[config.mk]
export PLATFORM = sky130hd
export DESIGN_NAME = jvm_mem_ctrl
export DESIGN_NICKNAME = d
export VERILOG_FILES = /design/src/rtl/jvm_mem_ctrl.sv
export SDC_FILE = /design/constraint.sdc
export NUM_CORES = 2
export LEC_CHECK = 0
export BUFFER_PORTS_ARGS = -buffer_cell sky130_fd_sc_hd__clkbuf_2
export CORE_MARGIN = 4
export CORE_UTILIZATION = 43
export DETAILED_ROUTE_END_ITERATION = 7
export HOLD_SLACK_MARGIN = 0.12
export PLACE_DENSITY_LB_ADDON = 0.15
export REMOVE_ABC_BUFFERS = 1
export SLEW_MARGIN = 25
export SYNTH_ARGS = -nofsm -noshare
export SYNTH_HDL_FRONTEND = slang
export SYNTH_SLANG_ARGS = --single-unit
[constraint.sdc]
create_clock -name clk -period 22.4 [get_ports clk]
set_input_delay 3.36 -clock clk [delete_from_list [all_inputs] [get_ports clk]]
set_output_delay 3.36 -clock clk [all_outputs]
set_load 0.05 [all_outputs]
[src/rtl/jvm_mem_ctrl.sv]
// jvm_mem_ctrl: byte-wide data memory for the JVM core.
// Serves 1/2/4-byte big-endian accesses, one byte per cycle, behind a
// start/ready handshake. Optional wait states, bounds/size error reporting,
// and a zero-fill sweep of the whole array after every reset.
module jvm_mem_ctrl #(
    parameter int DEPTH  = 256,
    parameter int ADDR_W = 8,
    parameter int WAIT   = 0
) (
    input  logic              clk,
    input  logic              reset,
    input  logic              start,
    input  logic              rwn,
    input  logic [1:0]        size,
    input  logic              sign,
    input  logic [ADDR_W-1:0] address,
    input  logic [31:0]       data_in,
    output logic [31:0]       data_out,
    output logic              ready,
    output logic              done,
    output logic              error
);

    typedef enum logic [2:0] {
        ST_CLEAR,
        ST_IDLE,
        ST_WAIT,
        ST_XFER,
        ST_DONE
    } state_t;

    // One bit wider than the address so the last byte of a request can be
    // checked against DEPTH without wrapping.
    localparam logic [ADDR_W:0] DEPTH_W = (ADDR_W+1)'(DEPTH);

    state_t            state, next_state;
    logic [ADDR_W-1:0] ptr;        // clear pointer, then current transfer byte
    logic              rwn_q;
    logic              sign_q;
    logic [1:0]        size_q;
    logic              err_q;      // accepted request was rejected
    logic [3:0]        cnt_q;      // wait states remaining
    logic [2:0]        rem_q;      // bytes remaining
    logic [31:0]       wdata_q;    // write data, left-justified, MSB first
    logic [23:0]       shift_q;    // read bytes gathered so far

    logic [7:0]        mem [DEPTH];

    logic [2:0]        req_n;
    logic [ADDR_W:0]   last_addr;
    logic              req_err;
    logic [31:0]       req_wdata;
    logic [7:0]        rd_byte;
    logic [31:0]       assembled;
    logic [31:0]       extended;
    logic              mem_we;
    logic [7:0]        mem_wd;

    // Decode the incoming request: byte count, bounds check, data alignment.
    always_comb begin
        // NOTE: every variable gets a default before the case so no path
        // leaves it unassigned, which would otherwise infer a latch.
        req_n     = 3'd4;
        req_wdata = data_in;
        case (size)
            2'b00: begin
                req_n     = 3'd1;
                req_wdata = {data_in[7:0], 24'h0};
            end
            2'b01: begin
                req_n     = 3'd2;
                req_wdata = {data_in[15:0], 16'h0};
            end
            default: begin
                req_n     = 3'd4;
                req_wdata = data_in;
            end
        endcase
        last_addr = {1'b0, address} + (ADDR_W+1)'(req_n) - (ADDR_W+1)'(1);
        req_err   = (size == 2'b11) || (last_addr >= DEPTH_W);
    end

    // Read-side assembly and sign/zero extension of the finished value.
    always_comb begin
        rd_byte   = mem[ptr];
        assembled = {shift_q, rd_byte};
        extended  = assembled;
        case (size_q)
            2'b00:   extended = sign_q ? {{24{assembled[7]}}, assembled[7:0]}
                                       : {24'h0, assembled[7:0]};
            2'b01:   extended = sign_q ? {{16{assembled[15]}}, assembled[15:0]}
                                       : {16'h0, assembled[15:0]};
            default: extended = assembled;
        endcase
        // A reset edge aborts the transfer, so it must not land a byte.
        mem_we = !reset && ((state == ST_CLEAR) ||
                            (state == ST_XFER && !err_q && !rwn_q));
        mem_wd = (state == ST_CLEAR) ? 8'h00 : wdata_q[31:24];
    end

    // State register.
    always_ff @(posedge clk) begin
        // NOTE: sequential state uses non-blocking assignments so every
        // register sees the pre-edge value of every other register.
        if (reset) state <= ST_CLEAR;
        else       state <= next_state;
    end

    // Next-state and handshake outputs.
    always_comb begin
        next_state = state;
        ready      = 1'b0;
        done       = 1'b0;
        error      = 1'b0;
        case (state)
            ST_CLEAR: if (ptr == ADDR_W'(DEPTH-1)) next_state = ST_IDLE;
            ST_IDLE: begin
                ready = 1'b1;
                if (start) begin
                    // Rejected requests skip the wait states and spend one
                    // idle cycle in XFER, giving a fixed error latency.
                    if (req_err)       next_state = ST_XFER;
                    else if (WAIT > 0) next_state = ST_WAIT;
                    else               next_state = ST_XFER;
                end
            end
            ST_WAIT: if (cnt_q == 4'd1) next_state = ST_XFER;
            ST_XFER: if (err_q || rem_q == 3'd1) next_state = ST_DONE;
            ST_DONE: begin
                done       = 1'b1;
                error      = err_q;
                next_state = ST_IDLE;
            end
            default: next_state = ST_CLEAR;
        endcase
    end

    // Datapath: request capture, pointer, counters, read result.
    always_ff @(posedge clk) begin
        if (reset) begin
            ptr      <= '0;
            data_out <= '0;
            err_q    <= 1'b0;
            rwn_q    <= 1'b1;
            sign_q   <= 1'b0;
            size_q   <= 2'b00;
            cnt_q    <= '0;
            rem_q    <= '0;
            wdata_q  <= '0;
            shift_q  <= '0;
        end else begin
            case (state)
                ST_CLEAR: ptr <= ptr + 1'b1;
                ST_IDLE: if (start) begin
                    rwn_q   <= rwn;
                    sign_q  <= sign;
                    size_q  <= size;
                    err_q   <= req_err;
                    ptr     <= address;
                    cnt_q   <= 4'(WAIT);
                    rem_q   <= req_n;
                    wdata_q <= req_wdata;
                    shift_q <= '0;
                end
                ST_WAIT: cnt_q <= cnt_q - 1'b1;
                ST_XFER: if (!err_q) begin
                    ptr     <= ptr + 1'b1;
                    rem_q   <= rem_q - 1'b1;
                    wdata_q <= {wdata_q[23:0], 8'h00};
                    shift_q <= assembled[23:0];
                    if (rem_q == 3'd1 && rwn_q) data_out <= extended;
                end
                default: ;
            endcase
        end
    end

    // Byte array: one write port shared by the clear sweep and writes.
    always_ff @(posedge clk) begin
        // NOTE: the array has no reset branch; the CLEAR sweep zeroes it,
        // which keeps it mappable onto plain RAM.
        if (mem_we) mem[ptr] <= mem_wd;
    end

endmodule

==> impl_metrics.json <==
{
  "place_area_mm2": 0.0882,
  "clockBufferDepth": 3,
  "syn_area_per_cell_um2": 20.4,
  "cp_common_cell": "buf_4",
  "wirelength_um": 235000,
  "synth_edf_count": 2048,
  "critical_path_class": "in2reg",
  "die_w_um": 453,
  "fmax_mhz": 165,
  "drt_iter0_drc": 5436,
  "grt_remaining_overflow": 0,
  "postCtsHoldBufs": 0,
  "maxCapViolations": 0,
  "synth_mux_area_share_pct": 16.6,
  "cts_sinks": 2167,
  "cp-start-kind": "input port",
  "core-area_mm2": 0.196,
  "grt_pass1_wl_um": 333000,
  "synth-warning-count": 0,
  "dieHeight_um": 453,
  "via_count": 42600,
  "track_usage_pct": 22.9,
  "drcViolationCount": 0,
  "grt_pass1_vias": 41900,
  "synth_ff_type": "edfxtp_1",
  "synth-adder-area-share_pct": 0.236,
  "syn_inst": 4173,
  "synth_cell_types": 66,
  "setup_tns_ps": 0,
  "yosysMostFrequentCell": "edfxtp_1",
  "relSlewSlack_pct": 23.0,
  "cp.required_ps": 22860,
  "synth.area.top_cells": "edfxtp_1 72%, mux4_2 14%, dfxtp_1 2.8%",
  "fin_nets": 4378,
  "ctsRootBufferMaster": "clkbuf_16",
  "r2r_setup_slack_ps": 16860,
  "ys_seq_elements": 2167,
  "yosys.area.top_type": "edfxtp_1",
  "netlist_top_cells_count": "2,048 x edfxtp_1, 540 x mux4_2, 369 x nor2_1",
  "cp-end-kind": "register",
  "status": "finished clean",
  "drive_gt1_share_pct": 24.6,
  "crit_family": "simple AND/OR/NAND/NOR gates",
  "synth-xor-area-share_pct": 0.0103,
  "cts_tree": "built",
  "synth_compound_area_share_pct": 2.80,
  "finalInstanceArea_mm2": 0.0954,
  "max_stage_delay_ps": 860,
  "syn_to_final_growth_pct": 12.2,
  "synth_top_family_by_area": "multiplexers",
  "rows": 162,
  "post-cts-setup-buffer-count": 0,
  "setup_viol": 0,
  "finish.utilization_pct": 48.7,
  "skew_ps": 25.5,
  "ctsResizeCount": 0,
  "cp.buffers_inverters": 2,
  "p_per_area_mw_per_mm2": 112,
  "startpoint": "reset",
  "antenna_found_initial": 13,
  "period_minus_slack_ps": 6050,
  "dieArea_mm2": 0.205,
  "async_flop_share_pct": 0,
  "finalCritPeriodShare_pct": 27.0,
  "placed_cells": 6722,
  "rsz0062_at_grt": "false",
  "io_pins": 82,
  "hp-start": "wdata_q[8]$_SDFFE_PP0P_",
  "fin_hold_ws_ps": 455,
  "ys_seq_area_share_pct": 75.2,
  "synth.top_cell.area_share_pct": 72.4,
  "worst_ep_arrival_time_ps": 6510,
  "p_leak_nw": 30.4,
  "cts_buffers": 213,
  "path_clk_slew_ps": 60,
  "viasPerCell": 5.97,
  "routabilityCongestion": 0.820,
  "maxSlewViolCount": 0,
  "tightest_slew_ps": 1150,
  "post_drt_wl_per_cell_um": 33.0,
  "slowest_stage": "nor2_1",
  "clk_latency_ps": 850,
  "hp-class": "reg2reg",
  "layoutNonFillerInstCount": 7125,
  "fin_ws_ps": 16350,
  "total_power_mw": 10.7,
  "start_util_pct": 43.4,
  "syn_area_mm2": 0.0850,
  "cp_cell_sequence": "buf_4 -> o21bai_1 -> buf_4 -> nor3_1 -> nand2_1 -> nor2_1",
  "htreeDepth": 4,
  "yosys.area_share.simple_pct": 3.28,
  "pre_cts_ws_ps": 15330,
  "peakVddDrop_mv": 0.0915,
  "antenna_left": 0,
  "grt_start_max_net_pins": 143,
  "dp.final_hpwl_um": 142000,
  "hold_violations": 0,
  "dr.pass1.iters": 5,
  "numPortBuffers": 81,
  "path_max_fanout": 59
}
==> routing by layer <==
layer | GRT usage, % | wire [µm] | up-vias
met5 | 0 | 23 | -
met4 | 5.16 | 4780 | 4
met3 | 4.12 | 18800 | 275
met2 | 34.1 | 107000 | 2035
met1 | 35.4 | 105000 | 22800
li1 | - | - | 17500
==> registers in the layout (all words and copies together) (netlist names), 2 cells and up, named ones only <==
signal,count
size_q,2
wdata_q,32
data_out,32
state,3
ptr,8
shift_q,24
cnt_q,4
mem,2048
rem_q,3
==> cell usage in the layout, fill, tap and decap left out, types with 37 or more instances in the layout <==
cell type	n
clkbuf_16	221
a22oi_1	71
nor2_1	363
nand3_1	42
clkbuf_1	37
clkbuf_2	80
nand2_1	147
buf_4	88
mux4_2	540
a21oi_1	48
clkinv_2	41
edfxtp_1	2048
dfxtp_1	113
clkinv_1	46
mux2i_1	194
==> logic make-up (layout without fill, tap and decap cells) <==
logic type      Yosys count  after routing
flops                  2167           2167
mux                     735            735
simple gates            665            665
compound gates          313            313
buf+inv                 276            601
fa+ha+maj                16             16
xor+xnor                  1              1
other cells               0              3
==> tightest hold or removal path: stages, from the launching register on <==
cell     delay (ps)
dfxtp_1         310
nand2_1          50
a21oi_1          50
==> layout make-up <==
cell class	count	area, µm²
Antenna cell	3	7.51
Timing Repair Buffer	177	1250
Tap cell	2624	3280
Sequential cell	2167	63900
Clock inverter	140	1470
Clock buffer	258	5670
Inverter	26	100
Fill cell	15900	100000
Multi-Input combinational cell	1730	19700
==> where the power goes <==
| group | leakage [nW] | switching [mW] | internal [mW] |
|---|---|---|---|
| clock | 3.47 | 1.53 | 2.13 |
| combinational | 6.27 | 1.46 | 1.01 |
| sequential | 20.7 | 0.0775 | 4.48 |
| total | 30.4 | 3.07 | 7.62 |
==> worst paths after layout <==
check	cells after the start	to
worst min register to register	2	wdata_q[8]$_SDFFE_PP0P_
worst max-delay path	6	mem[43][3]$_DFFE_PP_
worst max register to register	9	data_out[28]$_SDFFE_PP0P_
worst min-delay path	2	wdata_q[8]$_SDFFE_PP0P_
Note: power is estimated with default switching activity, not from simulation.
